--- config.mk ---
export PLATFORM = sky130hd
export DESIGN_NAME = post_code_capture
export DESIGN_NICKNAME = d
export VERILOG_FILES = /design/src/rtl/postcode_pkg.sv /design/src/rtl/postcode_fifo.sv /design/src/rtl/post_code_capture.sv
export SDC_FILE = /design/constraint.sdc
export NUM_CORES = 1
export LEC_CHECK = 0
export ABC_AREA = 0
export CAP_MARGIN = 20
export CORE_MARGIN = 5
export CORE_UTILIZATION = 63
export CTS_CLUSTER_SIZE = 16
export DETAILED_ROUTE_END_ITERATION = 8
export PLACE_DENSITY_LB_ADDON = 0.3
export SLEW_MARGIN = 10
export SYNTH_ARGS = -nofsm -noshare
export SYNTH_HDL_FRONTEND = slang
export SYNTH_SLANG_ARGS = --single-unit
--- constraint.sdc ---
create_clock -name clk -period 5.2 [get_ports clk]
set_input_delay 1.04 -clock clk [delete_from_list [all_inputs] [get_ports clk]]
set_output_delay 1.04 -clock clk [all_outputs]
set_load 0.1 [all_outputs]
--- src/rtl/postcode_pkg.sv ---
// Shared types and constants for the POST code capture block.
package postcode_pkg;

  typedef enum logic {
    IDLE = 1'b0,
    HOLD = 1'b1
  } state_t;

  localparam logic [9:0] POSTCODE_PORT = 10'h080;

endpackage

--- src/rtl/postcode_fifo.sv ---
// DEPTH x 8 circular queue of POST codes; when full, a push without a pop
// overwrites the oldest entry so the newest codes are always kept.
module postcode_fifo #(
  parameter int DEPTH = 8
) (
  input  logic       clk,
  input  logic       rst,
  input  logic       push,
  input  logic       pop,
  input  logic [7:0] din,
  output logic [7:0] dout,
  output logic       empty,
  output logic       full,
  output logic       ovf_pulse
);

  localparam int AW = $clog2(DEPTH);

  logic [7:0]  mem [DEPTH];
  logic [AW:0] wr_ptr;
  logic [AW:0] rd_ptr;
  logic        do_pop;
  logic        rd_adv;

  assign empty     = (wr_ptr == rd_ptr);
  assign full      = (wr_ptr[AW] != rd_ptr[AW]) && (wr_ptr[AW-1:0] == rd_ptr[AW-1:0]);
  assign do_pop    = pop && !empty;
  assign ovf_pulse = push && full && !do_pop;
  // An overwrite drops the oldest code, so the read side moves too.
  assign rd_adv    = do_pop || ovf_pulse;
  assign dout      = mem[rd_ptr[AW-1:0]];

  always_ff @(posedge clk or posedge rst) begin
    if (rst) begin
      wr_ptr <= '0;
      rd_ptr <= '0;
    end else begin
      if (push)   wr_ptr <= wr_ptr + (AW+1)'(1);
      if (rd_adv) rd_ptr <= rd_ptr + (AW+1)'(1);
    end
  end

  always_ff @(posedge clk) begin
    if (push) mem[wr_ptr[AW-1:0]] <= din;
  end

endmodule

--- src/rtl/post_code_capture.sv ---
// Snoops I/O writes to the POST port and shows each code for HOLD_CYCLES clocks.
// Optional sticky overflow flag: define POSTCODE_OVERFLOW_EN.
module post_code_capture
  import postcode_pkg::*;
#(
  parameter int                ADDR_W      = 10,
  parameter logic [ADDR_W-1:0] PORT_ADDR   = ADDR_W'(POSTCODE_PORT),
  parameter int                DEPTH       = 8,
  parameter int                HOLD_CYCLES = 4_000_000
) (
  input  logic              clk,
  input  logic              rst,
  input  logic              io_wr,
  input  logic [ADDR_W-1:0] io_addr,
  input  logic [7:0]        io_data,
  output logic [7:0]        value,
  output logic              holding,
  output logic              overflow
);

  localparam int            TW         = $clog2(HOLD_CYCLES + 1);
  localparam logic [TW-1:0] TIMER_LOAD = TW'(HOLD_CYCLES - 1);

  logic          io_wr_q;
  logic          push;
  logic          pop;
  logic [7:0]    head;
  logic          q_empty;
  logic          q_full_unused;
  logic          ovf_pulse;
  state_t        state_q;
  state_t        state_d;
  logic [TW-1:0] timer_q;
  logic [TW-1:0] timer_d;
  logic [7:0]    value_q;
  logic [7:0]    value_d;

  // One push per strobe: only the rising edge of io_wr counts.
  assign push = io_wr && !io_wr_q && (io_addr == PORT_ADDR);

  postcode_fifo #(
    .DEPTH(DEPTH)
  ) u_fifo (
    .clk       (clk),
    .rst       (rst),
    .push      (push),
    .pop       (pop),
    .din       (io_data),
    .dout      (head),
    .empty     (q_empty),
    .full      (q_full_unused),
    .ovf_pulse (ovf_pulse)
  );

  always_comb begin
    state_d = state_q;
    timer_d = timer_q;
    value_d = value_q;
    pop     = 1'b0;
    case (state_q)
      IDLE: begin
        if (!q_empty) begin
          pop     = 1'b1;
          value_d = head;
          timer_d = TIMER_LOAD;
          state_d = HOLD;
        end
      end
      HOLD: begin
        if (timer_q != '0) begin
          timer_d = timer_q - TW'(1);
        end else if (!q_empty) begin
          pop     = 1'b1;
          value_d = head;
          timer_d = TIMER_LOAD;
        end else begin
          state_d = IDLE;
        end
      end
      default: state_d = IDLE;
    endcase
  end

  always_ff @(posedge clk or posedge rst) begin
    if (rst) begin
      io_wr_q <= 1'b0;
      state_q <= IDLE;
      timer_q <= '0;
      value_q <= 8'h00;
    end else begin
      io_wr_q <= io_wr;
      state_q <= state_d;
      timer_q <= timer_d;
      value_q <= value_d;
    end
  end

  assign value   = value_q;
  assign holding = (state_q == HOLD);

`ifdef POSTCODE_OVERFLOW_EN
  logic ovf_q;

  always_ff @(posedge clk or posedge rst) begin
    if (rst)            ovf_q <= 1'b0;
    else if (ovf_pulse) ovf_q <= 1'b1;
  end

  assign overflow = ovf_q;
`else
  logic ovf_unused;

  assign ovf_unused = ovf_pulse;
  assign overflow   = 1'b0;
`endif

endmodule

# Word level (Yosys, flattened, before mapping)
# Memories as Yosys holds them, arrays and structs flattened.
# Index checks and enable logic that the tools add are counted.
[totals] register_bits=40 ram_bits=64 in_bits=21 out_inout_bits=10 elab_cells=40 n_memories=1
[classes] n_addsub=3 eq_ne=5 muxes=13 bitwise_logic=1 n_reduce_logical=11
[memory_table] memory="u_fifo.mem" words=8 word_bits=8 read_ports=1 rd_ports_with_merged_regs=0 wr=1 line_no="postcode_fifo.sv:19" rtl="logic [7:0] mem [DEPTH];"
[ops] cell="2-to-1 mux 22 bit" n=2
[ops] cell="case mux 22 bit (2 select lines)" n=1
[ops] cell="nonzero test 22 bit" n=1
[ops] cell="subtractor 22 x 1 -> 22 bit, second input constant" n=1
[ops] cell="2-to-1 mux 8 bit" n=2
[ops] cell="case mux 8 bit (2 select lines)" n=1
[ops] cell="== test 10 x 8 -> 1 bit, second input constant" n=1
[ops] cell="adder 4 x 1 -> 4 bit, second input constant" n=2
[ops] cell="logical AND 1 bit" n=6
[ops] cell="2-to-1 mux 1 bit" n=5
[ops] cell="== test 4 bit" n=1
[ops] cell="case mux 1 bit (2 select lines)" n=2
[ops] cell="== test 3 bit" n=1
[ops] cell="zero test 1 bit" n=3
[ops] cell="inequality test 2 bit, second input constant" n=1
[ops] cell="logical OR 1 bit" n=1
[ops] cell="inequality test 1 bit" n=1
[ops] cell="NOT 1 bit" n=1

# Depth between registers and ports, before layout
# Gate-level depths: netlist of run 1.
[depth] depth_word=8 mapped_depth=8 depth_no_buf=8

# Cells and area by module
# Synthesis of run 1 repeated with hierarchy kept, for this count alone.
[unflattened] cells_unflattened=314 area_unflattened_um2=4732.0
[by_module_without_submodules] mod="postcode_fifo" n_inst=1 cells_each=148 area_each_um2=3017.9 seq_area_each_um2=2122.0
[by_module_without_submodules] mod="post_code_capture" n_inst=1 cells_each=166 area_each_um2=1714.1 seq_area_each_um2=800.8

# Worst setup path before layout of run 1
# OpenSTA, ideal clock, no wires.
[synth_timing] kind="input-to-reg" from="input port io_addr[4]" to="memory u_fifo.mem[0][0] (enable)" setup_time_ps=395 t_arrival_ps=2614 required_ps=4805 slack_ps=2192 stages=3 n_path_buf=0 cell_sequence="nor4b_1 -> nand3_1 -> nor4_1"
[synth_via] elab_chain_cells=4
[synth_rtl] element="from (decl)" line_no="post_code_capture.sv:14" rtl="input logic [ADDR_W-1:0] io_addr,"
[synth_rtl] element="== test 10 x 8 -> 1 bit" line_no="post_code_capture.sv:39" rtl="assign push = io_wr && !io_wr_q && (io_addr == PORT_ADDR);"
[synth_rtl] element="logical AND 1 bit" line_no="post_code_capture.sv:39"
[synth_rtl] element="2-to-1 mux 1 bit" line_no="postcode_fifo.sv:44" rtl="if (push) mem[wr_ptr[AW-1:0]] <= din;"
[synth_rtl] element="2-to-1 mux 1 bit (not written as such)" line_no="postcode_fifo.sv:44"
[synth_rtl] element="to (decl)" line_no="postcode_fifo.sv:19"
# Every way passes these cells.

# Worst setup path in the final report of run 1
[layout_timing] from="input port io_addr[0]" to="memory u_fifo.mem[2][5] (enable)"
# Same word-level chain as after synthesis.

==> run_results.csv, run 1 <==
group,metric,value,unit
status,status,"finished, final reports clean",
critical_path,cp.depth,4,
critical_path,reg2reg_from,"timer_q[14]$_DFF_PP0_",
global_routing,antenna_found_initial,0,
power,peakVddDrop,0.320,mV
clock_network,clock_path_buffers,2,
cells_and_area,n_antenna_cell,0,
critical_path,critical_path.endpoint_type,"flip-flop",
routing,drt-wirelength-per-cell,19.7,µm
power,leakage,1.82,nW
routing,wl,8570,µm
sta,rsz0062_at_grt,"false",
clock_network,cts_setup_buffers,0,
routing,wl_met1,3470,µm
power,power.internal,1.57,mW
global_routing,overflow,0,
clock_network,clock_sink_count,104,
power,netSwitchingFraction,37.4,%
clock_network,hold_buffers,0,
yosys,yosysWarnings,0,
min_path,worstHoldStart,"timer_q[20]$_DFF_PP0_",
critical_path,cp_max_fo,8,
clock_network,numCtsBuffers,9,
routing,firstDrtPassIters,5,
critical_path,crit_family,"simple AND/OR/NAND/NOR gates",
critical_path,cp.required,5180,ps
critical_path,startpoint_type,"primary input",
routing,wl_met2,4450,µm
critical_path,path_class,"primary input to flip-flop",
yosys,syn_inst,306,
routing,drt-initial-drc-count,153,
floorplanning,io-pin-count,31,
clock_network,cts.repair.resized,0,
critical_path,max_stage_delay,970,ps
flow_run,maxCapViolCount,0,
yosys,syn-cell-area,0.00452,mm²
cells_and_area,area_growth_syn_to_layout,13.4,%
sta,relSlewSlack,27.7,%
floorplanning,coreArea,0.00687,mm²
power,power_frac_comb,32.8,%
floorplanning,fp.dieArea,0.00897,mm²
global_routing,grt_pass1_wl,14200,µm
global_routing,grt.total_usage,21.3,%
min_path,whs_endpoint,"timer_q[20]$_DFF_PP0_",
placed_design,dp_hpwl,5790,µm
min_path,hold_depth,1,
yosys,ys_seq_elements,104,
sta,setup_viol,0,
clock_network,clk_pin_slew,100,ps
floorplanning,rows,30,
power,seq_power_share,44.5,%
cells_and_area,layout_common_cells,"64 x edfxtp_1, 40 x dfrtp_1, 29 x clkdlybuf4s50_1",
placed_design,port_buffers,29,
yosys,synthArstFlopShare,38.5,%
yosys,synth_area_leaders,"edfxtp_1 43%, dfrtp_1 22%, mux4_2 8.0%",
sta,slew_violations,0,
critical_path,ff2ff_setup_slack,2130,ps
clock_network,htree_num_levels,3,
floorplanning,die_y,94.7,µm
critical_path,worstReg2RegEnd,"timer_q[10]$_DFF_PP0_",
yosys,syn_nets,330,
global_routing,grt_pass1_vias,2789,
sta,fin_setup_tns,0,ps
power,pwr-share-clk,22.7,%
yosys,yosysSeqAreaShare,64.7,%
critical_path,cpMaxStageDelayCell,"nor3_1",
cells_and_area,drive_gt1_share,13.8,%
sta,hold_viol,0,
critical_path,path_cells,"clkdlybuf4s50_1 -> nor4_1 -> nand3_1 -> nor3_1",
cells_and_area,final_nets,359,
placed_design,gp_congestion,0.841,
yosys,synth_top_area_share,42.5,%
routing,via_per_inst,6.36,
routing,drc,0,
routing,vias,2775,
clock_network,clockRootBuffer,"clkbuf_8",
sta,fin_skew,11.6,ps
clock_network,cts_tree,"built",
cells_and_area,nFillCells,425,
sta,timing.fmax,0.299,GHz
yosys,ys.flop_type,"edfxtp_1",
power,power.density,488,mW/mm²
power,power.total,2.50,mW
routing,ant_nets,0,
floorplanning,die_w,94.7,µm
min_path,hold_class,"flip-flop to flip-flop",
yosys,avgSynthCellArea,14.8,µm²
power,p_switching,0.936,mW
clock_network,clock_latency,360,ps
sta,worst_slew_pin_slew,1080,ps
floorplanning,start_util,65.8,%
yosys,yosys.area.top_type,"edfxtp_1",
critical_path,arrival,3320,ps
cells_and_area,final_common_cell,"edfxtp_1",
sta,min_period,3340,ps
yosys,synth_edf_count,64,
sta,period_share,64.2,%
critical_path,r2r_cells,6,
critical_path,cp-startpoint,"io_addr[0]",
global_routing,grt_start_max_net_pins,41,
yosys,ys_types,57,
critical_path,worst-path-buf-inv,1,
routing,highest_layer,"met4",
routing,wl_met3,463,µm
==> stage by stage <==
stage / area [µm²] / hold slack, ps / setup WS [ps] / util, % / std cells
2_1_floorplan: 4520 / 468 / 2190 / - / 306
3_3_place_gp: 4880 / 484 / 1650 / 71.0 / 418
3_5_place_dp: 4880 / 493 / 1480 / 71.0 / 418
4_1_cts: 5110 / 508 / 1850 / 74.5 / 434
5_1_grt: 5120 / 529 / 1680 / 74.6 / 436
6_report: 5120 / 512 / 1860 / 74.6 / 436
==> how the worst max path moves through the flow <==
stage,end,slack [ps]
CTS,u_fifo.mem[3][7]$_DFFE_PP_,1850
finish,u_fifo.mem[2][5]$_DFFE_PP_,1860
global route,u_fifo.mem[1][4]$_DFFE_PP_,1680
floorplan,u_fifo.mem[0][0]$_DFFE_PP_,2190
detailed placement,u_fifo.mem[2][2]$_DFFE_PP_,1480
global placement,u_fifo.mem[1][4]$_DFFE_PP_,1650
==> flip-flops by register name, summed over array words and instances, names as in the netlist <==
name and count:
holding 1, io_wr_q 1, timer_q 22, u_fifo.mem 64, u_fifo.rd_ptr 4, value 8, u_fifo.wr_ptr 4
==> synthesized netlist by cell type, types with 4 or more instances <==
master and n:
nand2_1 4, edfxtp_1 64, o221ai_1 4, nor4_1 7
dfrtp_1 40, a21oi_1 22, o21ai_0 7, nor3_1 12
nor2_1 13, mux2i_1 9, xnor2_1 9, clkbuf_1 10
mux4_2 16, or4_1 4, nand3_1 7, or3_1 7
o211a_1 4, inv_1 7
==> power groups by stage <==
stage	combinational (mW)	clock, mW	sequential (mW)
2_1_floorplan	0.437	0	1.31
3_3_place_gp	0.800	0	1.12
3_5_place_dp	0.818	0	1.13
4_1_cts	0.825	0.578	1.11
5_1_grt	0.884	0.614	1.13
6_report	0.820	0.568	1.11
==> routing by layer <==
metal / global-route usage (%) / up-vias
li1: - / 1276
met1: 27.5 / 1392
met2: 34.8 / 92
met3: 5.42 / 15
met4: 8.05 / 0
met5: 0 / -
==> cells by family after synthesis <==
family | after synthesis | synth area share (%)
mux | 28 | 10.7
xor+xnor | 10 | 1.94
other cells | 1 | 0.0830
simple gates | 70 | 8.70
fa+ha+maj | 3 | 0.831
buf+inv | 25 | 2.41
compound gates | 65 | 10.6
flops | 104 | 64.7
==> cell type report <==
class                      instances  area [µm²]  area share [%]
timing repair buffer              35         330            6.45
clock buffer                       9         124            2.42
sequential                       104        2920            57.0
tap                               96         120            2.34
inverter                           8        30.0           0.586
clock inverter                     7         111            2.17
multi-input combinational        177        1490            29.0
Note: power is estimated with default switching activity, not from simulation.
==> run 2: changes to the inputs <==
--- a/config.mk
+++ b/config.mk
@@ -8,7 +8,7 @@
 export ABC_AREA = 0
 export CAP_MARGIN = 20
 export CORE_MARGIN = 5
-export CORE_UTILIZATION = 63
+export CORE_UTILIZATION = 58
 export CTS_CLUSTER_SIZE = 16
 export DETAILED_ROUTE_END_ITERATION = 8
 export PLACE_DENSITY_LB_ADDON = 0.3
==> constraint.sdc (replaced) <==
create_clock -name clk -period 3.1 [get_ports clk]
set_input_delay 0.62 -clock clk [delete_from_list [all_inputs] [get_ports clk]]
set_output_delay 0.62 -clock clk [all_outputs]
set_load 0.1 [all_outputs]
==> run 2 against run 1 <==
  * Utilization is 7.2 points lower
  * Total power rose by 63%
  * Clock power rose by 41%
  * Non-clock buffer count rose by 12
  * Critical path type is now flip-flop to flip-flop
  * Via count fell by 2.5%
  * Sequential share of layout area fell by 0.36 points
  * Clock skew increased by 2.8 ps
  * Final area rose by 0.63%
==> run_results.csv, run 2 (synthesis gave the netlist of run 1 again) <==
group,metric,value,unit
status,status,"finished, final reports clean",
clock_network,cts.repair.resized,0,
clock_network,htree_num_levels,3,
critical_path,cp_max_fo,15,
cells_and_area,layout_common_cells,"64 x edfxtp_1, 40 x dfrtp_1, 27 x buf_4",
floorplanning,start_util,59.1,%
sta,fin_hold_ws,507,ps
floorplanning,coreArea,0.00765,mm²
clock_network,clock_path_buffers,2,
sta,slew_violations,0,
clock_network,hold_buffers,0,
floorplanning,die_w,98.3,µm
cells_and_area,area_growth_syn_to_layout,14.2,%
global_routing,grt.total_usage,18.9,%
sta,fin_skew,14.4,ps
cells_and_area,fin_util,67.4,%
sta,fin_setup_tns,0,ps
power,leakage,1.87,nW
sta,relSlewSlack,55.0,%
clock_network,numCtsBuffers,9,
routing,ant_nets,0,
routing,firstDrtPassIters,4,
min_path,hold_class,"flip-flop to flip-flop",
sta,rsz0062_at_grt,"false",
floorplanning,die_y,98.3,µm
sta,period_share,90.8,%
floorplanning,fp.dieArea,0.00966,mm²
routing,drt-initial-drc-count,177,
floorplanning,rows,32,
critical_path,arrival,3070,ps
critical_path,cpMaxStageDelayCell,"o41a_4",
clock_network,cts_tree,"built",
routing,vias,2705,
critical_path,path_class,"flip-flop to flip-flop",
critical_path,path_cells,"or4_4 -> or4_1 -> o41a_4 -> nor2_4 -> inv_2 -> o211a_1",
cells_and_area,nFillCells,517,
placed_design,gp_congestion,0.829,
clock_network,cts_setup_buffers,0,
cells_and_area,n_antenna_cell,0,
cells_and_area,layout.cells.non_filler,454,
cells_and_area,drive_gt1_share,19.0,%
sta,hold_viol,0,
sta,min_period,2810,ps
global_routing,antenna_found_initial,0,
floorplanning,io-pin-count,31,
placed_design,dp_hpwl,5920,µm
critical_path,max_stage_delay,630,ps
sta,timing.fmax,0.355,GHz
global_routing,grt_pass1_wl,14100,µm
sta,worst_slew_pin_slew,673,ps
routing,drt-wirelength-per-cell,18.9,µm
power,power.density,788,mW/mm²
power,power.total,4.07,mW
flow_run,maxCapViolCount,0,
routing,via_per_inst,5.96,
power,peakVddDrop,0.499,mV
clock_network,clk_pin_slew,100,ps
cells_and_area,final_nets,371,
critical_path,cp.required,3360,ps
cells_and_area,largest_reg_flops,64,
placed_design,port_buffers,29,
global_routing,grt_pass1_vias,2780,
critical_path,critical_path.endpoint_type,"flip-flop",
cells_and_area,final_common_cell,"edfxtp_1",
clock_network,clock_sink_count,104,
global_routing,grt_start_max_net_pins,41,
critical_path,startpoint_type,"flip-flop",
clock_network,clockRootBuffer,"clkbuf_8",
global_routing,overflow,0,
clock_network,clock_latency,370,ps
placed_design,dp.cells,438,
sta,setup_viol,0,
routing,wl,8590,µm
routing,drc,0,
## run 2: critical path, delay by kind of cell, from the launching register on
kind | cells | cell delay (ps)
flip-flops | 1 | 430
AO/OA/AOI/OAI | 2 | 850
AND/OR/NAND/NOR | 3 | 1350
buffers and inverters | 1 | 90
## run 2: area by class of cell
type                            count  area, µm²  area share [%]
Inverter                            8       30.0           0.582
Multi-Input combinational cell    177       1490            28.8
Clock buffer                       10        128            2.47
Sequential cell                   104       2920            56.7
Timing Repair Buffer               47        403            7.81
Tap cell                          102        128            2.47
Clock inverter                      6       60.1            1.16
## run 2: report_power, final
group | switching [mW] | leakage, nW | internal, mW | total, mW
registers | 0.176 | 1.05 | 1.65 | 1.82
logic | 0.923 | 0.722 | 0.518 | 1.44
clock network | 0.490 | 0.0950 | 0.313 | 0.802
total | 1.59 | 1.87 | 2.48 | 4.07
## run 2: worst paths after layout
path	slack, ps	depth (start not counted)	start	endpoint
setup / recovery	290	6	timer_q[14]$_DFF_PP0_	timer_q[2]$_DFF_PP0_
hold / removal	510	1	timer_q[20]$_DFF_PP0_	timer_q[20]$_DFF_PP0_
setup reg to reg	290	6	timer_q[14]$_DFF_PP0_	timer_q[2]$_DFF_PP0_
hold reg to reg	510	1	timer_q[20]$_DFF_PP0_	timer_q[20]$_DFF_PP0_
max in group asynchronous	2080	3	rst	timer_q[11]$_DFF_PP0_
min in group asynchronous	650	3	rst	u_fifo.wr_ptr[1]$_DFFE_PP0P_
## run 2: routing by layer
layer | global-route usage (%) | vias to the layer above | part of all wire, %
met2 | 32.1 | 56 | 52
li1 | - | 1293 | -
met1 | 24.8 | 1350 | 44
met5 | 0 | - | 0
met3 | 4.36 | 6 | 3.8
met4 | 5.04 | 0 | 0.66
## run 2: per-stage QoR
| stage | instance area [µm²] | worst slack (ps) |
|---|---|---|
| floorplan | 4520 | 512 |
| global placement | 4970 | 348 |
| detailed placement | 4970 | 308 |
| CTS | 5160 | 292 |
| global route | 5160 | 189 |
| finish | 5160 | 285 |
==> run 3: changes to the inputs <==
--- a/config.mk
+++ b/config.mk
@@ -11,7 +11,7 @@
 export CORE_UTILIZATION = 58
 export CTS_CLUSTER_SIZE = 16
 export DETAILED_ROUTE_END_ITERATION = 8
-export PLACE_DENSITY_LB_ADDON = 0.3
+export PLACE_DENSITY = 0.81
 export SLEW_MARGIN = 10
 export SYNTH_ARGS = -nofsm -noshare
 export SYNTH_HDL_FRONTEND = slang
==> run 3 against run 2 <==
  * Largest power group unchanged
  * Clock power fell by 0.9%
  * Register-to-register slack lost 20 ps
  * Fmax decreased by 0.87%
  * Final area is 0.29% lower
  * Count of clock-buffer cells in the layout fell by 1
  * Die area stayed put
  * Via count rose by 2.6%
  * Critical endpoint is now timer_q[4]$_DFF_PP0_
  * Global-route usage down 0.50 points
  * Sequential power barely moved
  * Total power shrank 0.75%
  * Final cell count down 0.44%
==> run_results.csv, run 3 (synthesis gave the netlist of run 1 again) <==
group,metric,value,unit
status,status,"finished, final reports clean",
flow_run,maxCapViolCount,0,
global_routing,grt_pass1_wl,13800,µm
sta,min_period,2840,ps
critical_path,cp.required,3370,ps
global_routing,grt_pass1_vias,2719,
global_routing,grt_start_max_net_pins,41,
placed_design,placed_area,0.00495,mm²
critical_path,max_stage_delay,630,ps
cells_and_area,final_nets,369,
sta,period_share,91.6,%
floorplanning,start_util,59.1,%
clock_network,cts_setup_buffers,0,
power,power.density,785,mW/mm²
sta,setup_viol,0,
power,peakVddDrop,0.361,mV
sta,rsz0062_at_grt,"false",
sta,worst_slew_pin_slew,582,ps
sta,fin_ws,261,ps
routing,firstDrtPassIters,4,
routing,wl,8320,µm
cells_and_area,largest_reg_flops,64,
cells_and_area,final_common_cell,"edfxtp_1",
cells_and_area,nFillCells,549,
cells_and_area,ff_latch_area,0.00292,mm²
floorplanning,fp.dieArea,0.00966,mm²
clock_network,hold_buffers,0,
routing,ant_nets,0,
critical_path,arrival,3110,ps
cells_and_area,multiInputGateArea,0.00149,mm²
cells_and_area,fin_util,67.2,%
critical_path,critical_path.endpoint_type,"flip-flop",
routing,drc,0,
placed_design,dp_hpwl,5530,µm
floorplanning,rows,32,
routing,drt-initial-drc-count,173,
critical_path,startpoint_type,"flip-flop",
sta,fin_setup_tns,0,ps
cells_and_area,n_antenna_cell,0,
clock_network,htree_num_levels,3,
sta,relSlewSlack,61.2,%
min_path,hold_class,"flip-flop to flip-flop",
critical_path,cp_max_fo,15,
cells_and_area,area_growth_syn_to_layout,13.8,%
cells_and_area,final_cell_area,0.00514,mm²
clock_network,cts_tree,"built",
placed_design,port_buffers,29,
clock_network,clock_latency,370,ps
routing,vias,2775,
sta,slew_violations,0,
floorplanning,die_y,98.3,µm
sta,fin_skew,8.80,ps
critical_path,path_cells,"or4_4 -> or4_1 -> o41a_4 -> nor2_4 -> inv_2 -> a22o_1",
clock_network,cts.repair.resized,0,
clock_network,numCtsBuffers,9,
critical_path,path_class,"flip-flop to flip-flop",
floorplanning,io-pin-count,31,
floorplanning,coreArea,0.00765,mm²
clock_network,clock_path_buffers,2,
clock_network,clockRootBuffer,"clkbuf_8",
critical_path,crit_family,"simple AND/OR/NAND/NOR gates",
floorplanning,die_w,98.3,µm
routing,drt-wirelength-per-cell,18.4,µm
placed_design,gp_congestion,0.819,
sta,timing.fmax,0.352,GHz
global_routing,overflow,0,
power,leakage,1.86,nW
critical_path,cpMaxStageDelayCell,"o41a_4",
global_routing,antenna_found_initial,0,
routing,via_per_inst,6.14,
global_routing,grt.total_usage,18.4,%
cells_and_area,drive_gt1_share,18.9,%
sta,hold_viol,0,
clock_network,clock_sink_count,104,
placed_design,dp_slack,280,ps
critical_path,worst-path-buf-inv,1,
clock_network,clk_pin_slew,100,ps
cells_and_area,layout_common_cells,"64 x edfxtp_1, 40 x dfrtp_1, 25 x buf_4",
run 3: cell type report:
type,count,share of cell area [%]
multi-input cells,177,28.9
repair buffers,45,7.54
clock buffers,9,2.41
clock inverters,7,1.24
well taps,102,2.48
flip-flops and latches,104,56.8
inverters,8,0.584
run 3: worst paths after layout:
check,from,end,slack [ps],cells past startpoint
max,timer_q[14]$_DFF_PP0_,timer_q[4]$_DFF_PP0_,260,6
min,timer_q[20]$_DFF_PP0_,timer_q[20]$_DFF_PP0_,510,1
max reg2reg,timer_q[14]$_DFF_PP0_,timer_q[4]$_DFF_PP0_,260,6
min reg2reg,timer_q[20]$_DFF_PP0_,timer_q[20]$_DFF_PP0_,510,1
max in group asynchronous,rst,value[0]$_DFFE_PP0P_,2100,3
min in group asynchronous,rst,u_fifo.wr_ptr[1]$_DFFE_PP0P_,660,3
run 3: worst reg2reg max path, delay by kind of cell, from the launching register on:
family / cells / cell delay, ps
AOI/OAI and AO/OA: 2 / 840
buffers and inverters: 1 / 100
DFF: 1 / 440
and+or+nand+nor: 3 / 1380
run 3: through the flow:
| step | total power, mW | std cells | hold slack, ps |
|---|---|---|---|
| floorplan | 2.93 | 306 | 468 |
| global placement | 3.24 | 436 | 489 |
| detailed placement | 3.28 | 436 | 492 |
| CTS | 4.08 | 452 | 506 |
| global route | 4.27 | 452 | 530 |
| finish | 4.04 | 452 | 509 |
run 3: report_power, final:
group          internal, mW  switching [mW]
clock network         0.309           0.486
logic                 0.517           0.903
registers              1.65           0.173
total                  2.47            1.56
run 3: per-layer routing:
| layer | track usage (%) | vias to the layer above | share of wire (%) |
|---|---|---|---|
| met4 | 4.94 | 0 | 1.0 |
| met5 | 0 | - | 0 |
| met2 | 30.2 | 71 | 50 |
| met3 | 5.21 | 11 | 5.0 |
| met1 | 24.6 | 1395 | 44 |
| li1 | - | 1298 | - |
